## src/rtl/mem_arb_pkg.sv

```systemverilog
// Shared types for the single-port RAM arbiter.
// Read-owner encoding and performance counter width.
package mem_arb_pkg;

    typedef enum logic [1:0] {
        R_NONE = 2'd0,
        R_INST = 2'd1,
        R_DATA = 2'd2
    } owner_e;

    localparam int PERF_W = 32;

endpackage

```

## src/rtl/mem_arb_perf.sv

```systemverilog
// Saturating stall counters for the arbiter's two request ports.
// Only instantiated when MEM_ARB_PERF_EN is defined.
module mem_arb_perf
    import mem_arb_pkg::*;
(
    input  logic              clock,
    input  logic              reset,
    input  logic              i_stall,
    input  logic              d_stall,
    output logic [PERF_W-1:0] perf_istall,
    output logic [PERF_W-1:0] perf_dstall
);

    localparam logic [PERF_W-1:0] ONE = PERF_W'(1);

    always_ff @(posedge clock or negedge reset) begin
        if (!reset) begin
            perf_istall <= '0;
            perf_dstall <= '0;
        end else begin
            if (i_stall && perf_istall != '1) begin
                perf_istall <= perf_istall + ONE;
            end
            if (d_stall && perf_dstall != '1) begin
                perf_dstall <= perf_dstall + ONE;
            end
        end
    end

endmodule

```

## src/rtl/mem_arbiter.sv

```systemverilog
// Data-priority arbiter sharing one single-port RAM between fetch and load/store.
// Define MEM_ARB_PERF_EN to add the perf_istall/perf_dstall counters.
module mem_arbiter
    import mem_arb_pkg::*;
#(
    parameter int XLEN            = 32,
    parameter int AW              = 30,
    parameter int MAX_DATA_STREAK = 4
) (
    input  logic            clock,
    input  logic            reset,
    input  logic            i_req,
    input  logic [AW-1:0]   i_addr,
    output logic            i_ready,
    output logic            i_rvalid,
    output logic [XLEN-1:0] i_rdata,
    input  logic            d_req,
    input  logic            d_we,
    input  logic [AW-1:0]   d_addr,
    input  logic [XLEN-1:0] d_wdata,
    output logic            d_ready,
    output logic            d_rvalid,
    output logic [XLEN-1:0] d_rdata,
    output logic            ram_en,
    output logic            ram_we,
    output logic [AW-1:0]   ram_addr,
    output logic [XLEN-1:0] ram_wdata,
    input  logic [XLEN-1:0] ram_rdata
`ifdef MEM_ARB_PERF_EN
    ,
    output logic [PERF_W-1:0] perf_istall,
    output logic [PERF_W-1:0] perf_dstall
`endif
);

    // A zero-width counter is illegal, so the guard-off build keeps one bit.
    localparam int SW = (MAX_DATA_STREAK > 0) ?
                        $clog2(MAX_DATA_STREAK + 1) : 1;
    localparam logic [SW-1:0] SMAX = SW'(MAX_DATA_STREAK);
    localparam logic [SW-1:0] SONE = SW'(1);

    logic [SW-1:0] streak;
    logic          guard_ok;
    logic          gnt_d;
    logic          gnt_i;
    owner_e        owner_q;
    owner_e        owner_d;

    assign guard_ok = (MAX_DATA_STREAK == 0) || (streak < SMAX);
    assign gnt_d    = d_req & (~i_req | guard_ok);
    assign gnt_i    = i_req & ~gnt_d;

    assign i_ready  = gnt_i;
    assign d_ready  = gnt_d;

    always_comb begin
        ram_en    = 1'b0;
        ram_we    = 1'b0;
        ram_addr  = '0;
        ram_wdata = '0;
        unique case (1'b1)
            gnt_d: begin
                ram_en    = 1'b1;
                ram_we    = d_we;
                ram_addr  = d_addr;
                ram_wdata = d_wdata;
            end
            gnt_i: begin
                ram_en    = 1'b1;
                ram_addr  = i_addr;
            end
            default: ;
        endcase
    end

    always_ff @(posedge clock or negedge reset) begin
        if (!reset) begin
            streak <= '0;
        end else if (gnt_i || !i_req) begin
            streak <= '0;
        end else if (gnt_d && streak != SMAX) begin
            streak <= streak + SONE;
        end
    end

    // The owner tags who issued last cycle's read, steering the RAM output.
    always_comb begin
        owner_d = R_NONE;
        unique case (1'b1)
            gnt_i:          owner_d = R_INST;
            (gnt_d & ~d_we): owner_d = R_DATA;
            default: ;
        endcase
    end

    always_ff @(posedge clock or negedge reset) begin
        if (!reset) begin
            owner_q <= R_NONE;
        end else begin
            owner_q <= owner_d;
        end
    end

    assign i_rvalid = (owner_q == R_INST);
    assign d_rvalid = (owner_q == R_DATA);
    assign i_rdata  = ram_rdata;
    assign d_rdata  = ram_rdata;

`ifdef MEM_ARB_PERF_EN
    mem_arb_perf u_perf (
        .clock       (clock),
        .reset       (reset),
        .i_stall     (i_req & ~gnt_i),
        .d_stall     (d_req & ~gnt_d),
        .perf_istall (perf_istall),
        .perf_dstall (perf_dstall)
    );
`endif

endmodule

```

## config.mk

```make
export PLATFORM = sky130hd
export DESIGN_NAME = mem_arbiter
export DESIGN_NICKNAME = d
export VERILOG_FILES = /design/src/rtl/mem_arb_pkg.sv /design/src/rtl/mem_arb_perf.sv /design/src/rtl/mem_arbiter.sv
export SDC_FILE = /design/constraint.sdc
export NUM_CORES = 1
export LEC_CHECK = 0
export CORE_AREA = 2 2 100 102
export CTS_BUF_LIST = sky130_fd_sc_hd__clkbuf_2
export DETAILED_ROUTE_END_ITERATION = 10
export DIE_AREA = 0 0 102 104
export GPL_ROUTABILITY_DRIVEN = 0
export HOLD_SLACK_MARGIN = 0.06
export PLACE_DENSITY = 0.74
export SETUP_SLACK_MARGIN = 0.4
export SLEW_MARGIN = 5
export SYNTH_ARGS = -nofsm -noshare
export SYNTH_HDL_FRONTEND = slang
export SYNTH_SLANG_ARGS = --single-unit
```

## constraint.sdc

```tcl
create_clock -name clock -period 1.2 [get_ports clock]
set_input_delay 0.18 -clock clock [delete_from_list [all_inputs] [get_ports clock]]
set_output_delay 0.18 -clock clock [all_outputs]
set_load 0.01 [all_outputs]
```

==> flow_summary.toml <==
[placement]
place.detailed.hpwl_um = 4980
place.port_buffers = 164
preCtsSetupSlack_ps = -887
placed_instances = 387
placed_cell_area_um2 = 2750

[layout]
final-instance-count-excl-fill = 417
share_of_layout_cells_above_drive_strength_1_pct = 61.3
area_growth_syn_to_layout_pct = 147
finalInstanceArea_um2 = 3290
n_antenna_cell = 0
nets = 416
layout.core_utilization_pct = 34.4

[setup_path]
r2r-end = "owner_q[1]$_DFF_PN0_"
critical-path-top-cell-by-count = "buf_6"
element_type_at_the_critical_path_start = "flop"
r2r_slack_ps = -10
worstPathMaxFanout = 5
critical-path-max-stage-delay_ps = 410
series_of_cell_instances_along_the_critical_path = "a21boi_4 > buf_6 > buf_12 > buf_6 > buf_16 > buf_6 > a32o_2 > buf_6"
crit_path_top_delay_cell = "dfrtp_2"
worst-endpoint-arrival_ps = 1630
ff2ff_path_depth = 4
nature_of_the_critical_path_endpoint = "output pin"
critPathRequiredTime_ps = 1020
critical_path.reg2reg.startpoint = "streak[2]$_DFFE_PN0P_"
critical_path_s_top_delay_family = "buffers and inverters"
setup.worst_path.class = "flop to output pin"
crit_path_buf_inv_count = 6

[logic_synthesis]
postSynthNetCount = 292
yosysMostFrequentCell = "buf_4"
postSynthCellCount = 161
synth_seq_cells = 5
synth.avg_cell_area_um2 = 8.26
async_reset_ff_share_pct = 100
yosysSeqAreaShare_pct = 9.41
synth.largest_area_cell = "buf_4"
synth_flop_cell = "dfrtp_1"
ys_warn_count = 0
ys_top_cells_by_area = "buf_4, a32o_1, and2_1"
yosysUniqueCellTypes = 14
netlist_top_cells_count = "buf_4, and2_1, a32o_1"
synth-edff-count = 0
post_synth_instance_area_um2 = 1330
synth_top_area_share_pct = 37.3

[sta]
finalWorstPathRequiredPeriod_ps = 1810
finalHoldViolCount = 0
fmax_mhz = 552
setup_violations = 66
period_utilisation_layout_pct = 151
timing_worst_slew_pin_value_ps = 230
rsz_0062_raised_after_global_routing = "yes"
finClkSkew_ps = 1.22
final_max_slew_viol_count = 0
finalWorstSetupSlack_ps = -611
max_slew_margin_pct = 84.6

[cts]
clkSinkCount = 5
clock_insertion_delay_worst_skew_ps = 210
ctsHoldBuffers = 0
cts_h_tree_depth = 1
cts_inserted_buffers = 3
tritoncts_clock_tree = "yes"
clock_path_buffers = 2
clk_root_buffer_cell = "clkbuf_2"
clk_transition_reported_paths_ps = 60

[floorplan]
floorplan.die_area_um2 = 10600
dieHeight_um = 104
pin_count = 261
floorplan.initialDensity_pct = 13.9
rows = 36
design.core.area_um2 = 9550
fp.dieW_um = 102

[global_route]
globalRouteOverflowTotal = 0
grt_first_pass_wirelength_um = 9310
grt_start_max_net_pins = 45
grt.total_usage_pct = 11.1
antenna_found_initial = 0
grt_pass1_vias = 1751

[drt]
drt_first_pass_iters = 4
dr.first_iter.drc_count = 19
routedWlPerCell_um = 17.1
detail_route.drc_violations = 0
avgViaCountPerCell = 3.97
ant_nets = 0
route.vias.total = 1655
postRouteWirelength_um = 7140

[job]
cap_viol_max_count = 0

[power]
power_density_nw_per_um2 = 465
p_leak_nw = 1.52
ir_drop_uv = 148

[run_status]
status = "finished with violations"
failing_checks = "negative setup slack"

[worst_hold_path]
timing.hold.worst.class = "input port to asynchronous set/reset pin"
what timing repair did:
item,CTS,global route
buffers inserted,6,11
endpoints found under the setup margin,73,73
pin swaps,2,8
gates cloned,3,6
resized for setup,233,96
layout by cell type, fill, tap and decap left out:
| master | instances |
|---|---|
| and2_4 | 29 |
| clkdlybuf4s50_1 | 94 |
| nor2b_4 | 1 |
| buf_16 | 3 |
| buf_6 | 57 |
| buf_12 | 7 |
| buf_4 | 8 |
| and3_4 | 3 |
| and2_1 | 5 |
| inv_1 | 2 |
| ha_1 | 2 |
| buf_2 | 5 |
| clkbuf_16 | 6 |
| dfrtp_1 | 4 |
| or2_4 | 1 |
| a21boi_4 | 1 |
| clkdlybuf4s15_2 | 14 |
| dfrtp_2 | 1 |
| nand2b_4 | 1 |
| nor2b_1 | 3 |
| clkbuf_2 | 7 |
| a32o_2 | 30 |
sequential cells by signal (all words and copies together) (netlist names):
| register | count |
|---|---|
| streak | 3 |
| owner_q | 2 |
cells by family after synthesis:
group           Yosys count  share of synthesized area [%]
compound gates           31                           24.0
fa+ha+maj                 2                           1.88
buf+inv                  80                           44.5
flops                     5                           9.41
simple gates             43                           20.2
metrics by stage:
step | power [mW] | TNS [ps] | hold WS (ps)
6_report | 1.53 | -30060 | 187
3_5_place_dp | 1.18 | -55440 | 360
4_1_cts | 1.39 | -32190 | 178
3_3_place_gp | 1.17 | -56020 | 360
2_1_floorplan | 0.755 | 0 | -116
5_1_grt | 1.61 | -33600 | 200
metal layers:
metal | wire, µm | GRT usage [%]
met3 | 654 | 2.15
met1 | 2740 | 11.7
met4 | 141 | 3.43
met5 | 0 | 0
met2 | 3600 | 21.4
final cells by class:
cell class	instances	area, µm²
clock buffers	4	20.0
fillers	999	6260
inverters	2	7.51
multi-input cells	76	756
flip-flops and latches	5	126
well taps	133	166
repair buffers	197	2210
power by group:
| group | total, mW | internal [mW] | switching (mW) |
|---|---|---|---|
| logic | 1.19 | 0.811 | 0.381 |
| clock network | 0.158 | 0.0884 | 0.0694 |
| registers | 0.179 | 0.175 | 0.00384 |
how the worst max path moves through the flow:
stage                                from             to  slack (ps)  depth (start not counted)
floorplan           streak[2]$_DFFE_PN0P_    ram_addr[0]          50                          3
global placement                    d_req  ram_wdata[13]        -880                          5
detailed placement                  d_req  ram_wdata[21]        -890                          5
CTS                 streak[2]$_DFFE_PN0P_  ram_wdata[21]        -790                          5
global route        streak[2]$_DFFE_PN0P_    ram_addr[3]        -660                          8
finish              streak[2]$_DFFE_PN0P_    ram_addr[3]        -610                          8
worst reg2reg max path, stage by stage, from the launching register on:
cell,delay (ps)
dfrtp_2,440
a21boi_4,230
buf_4,160
clkbuf_16,180
nor2b_1,140
Power figures use the tool's default switching activity.
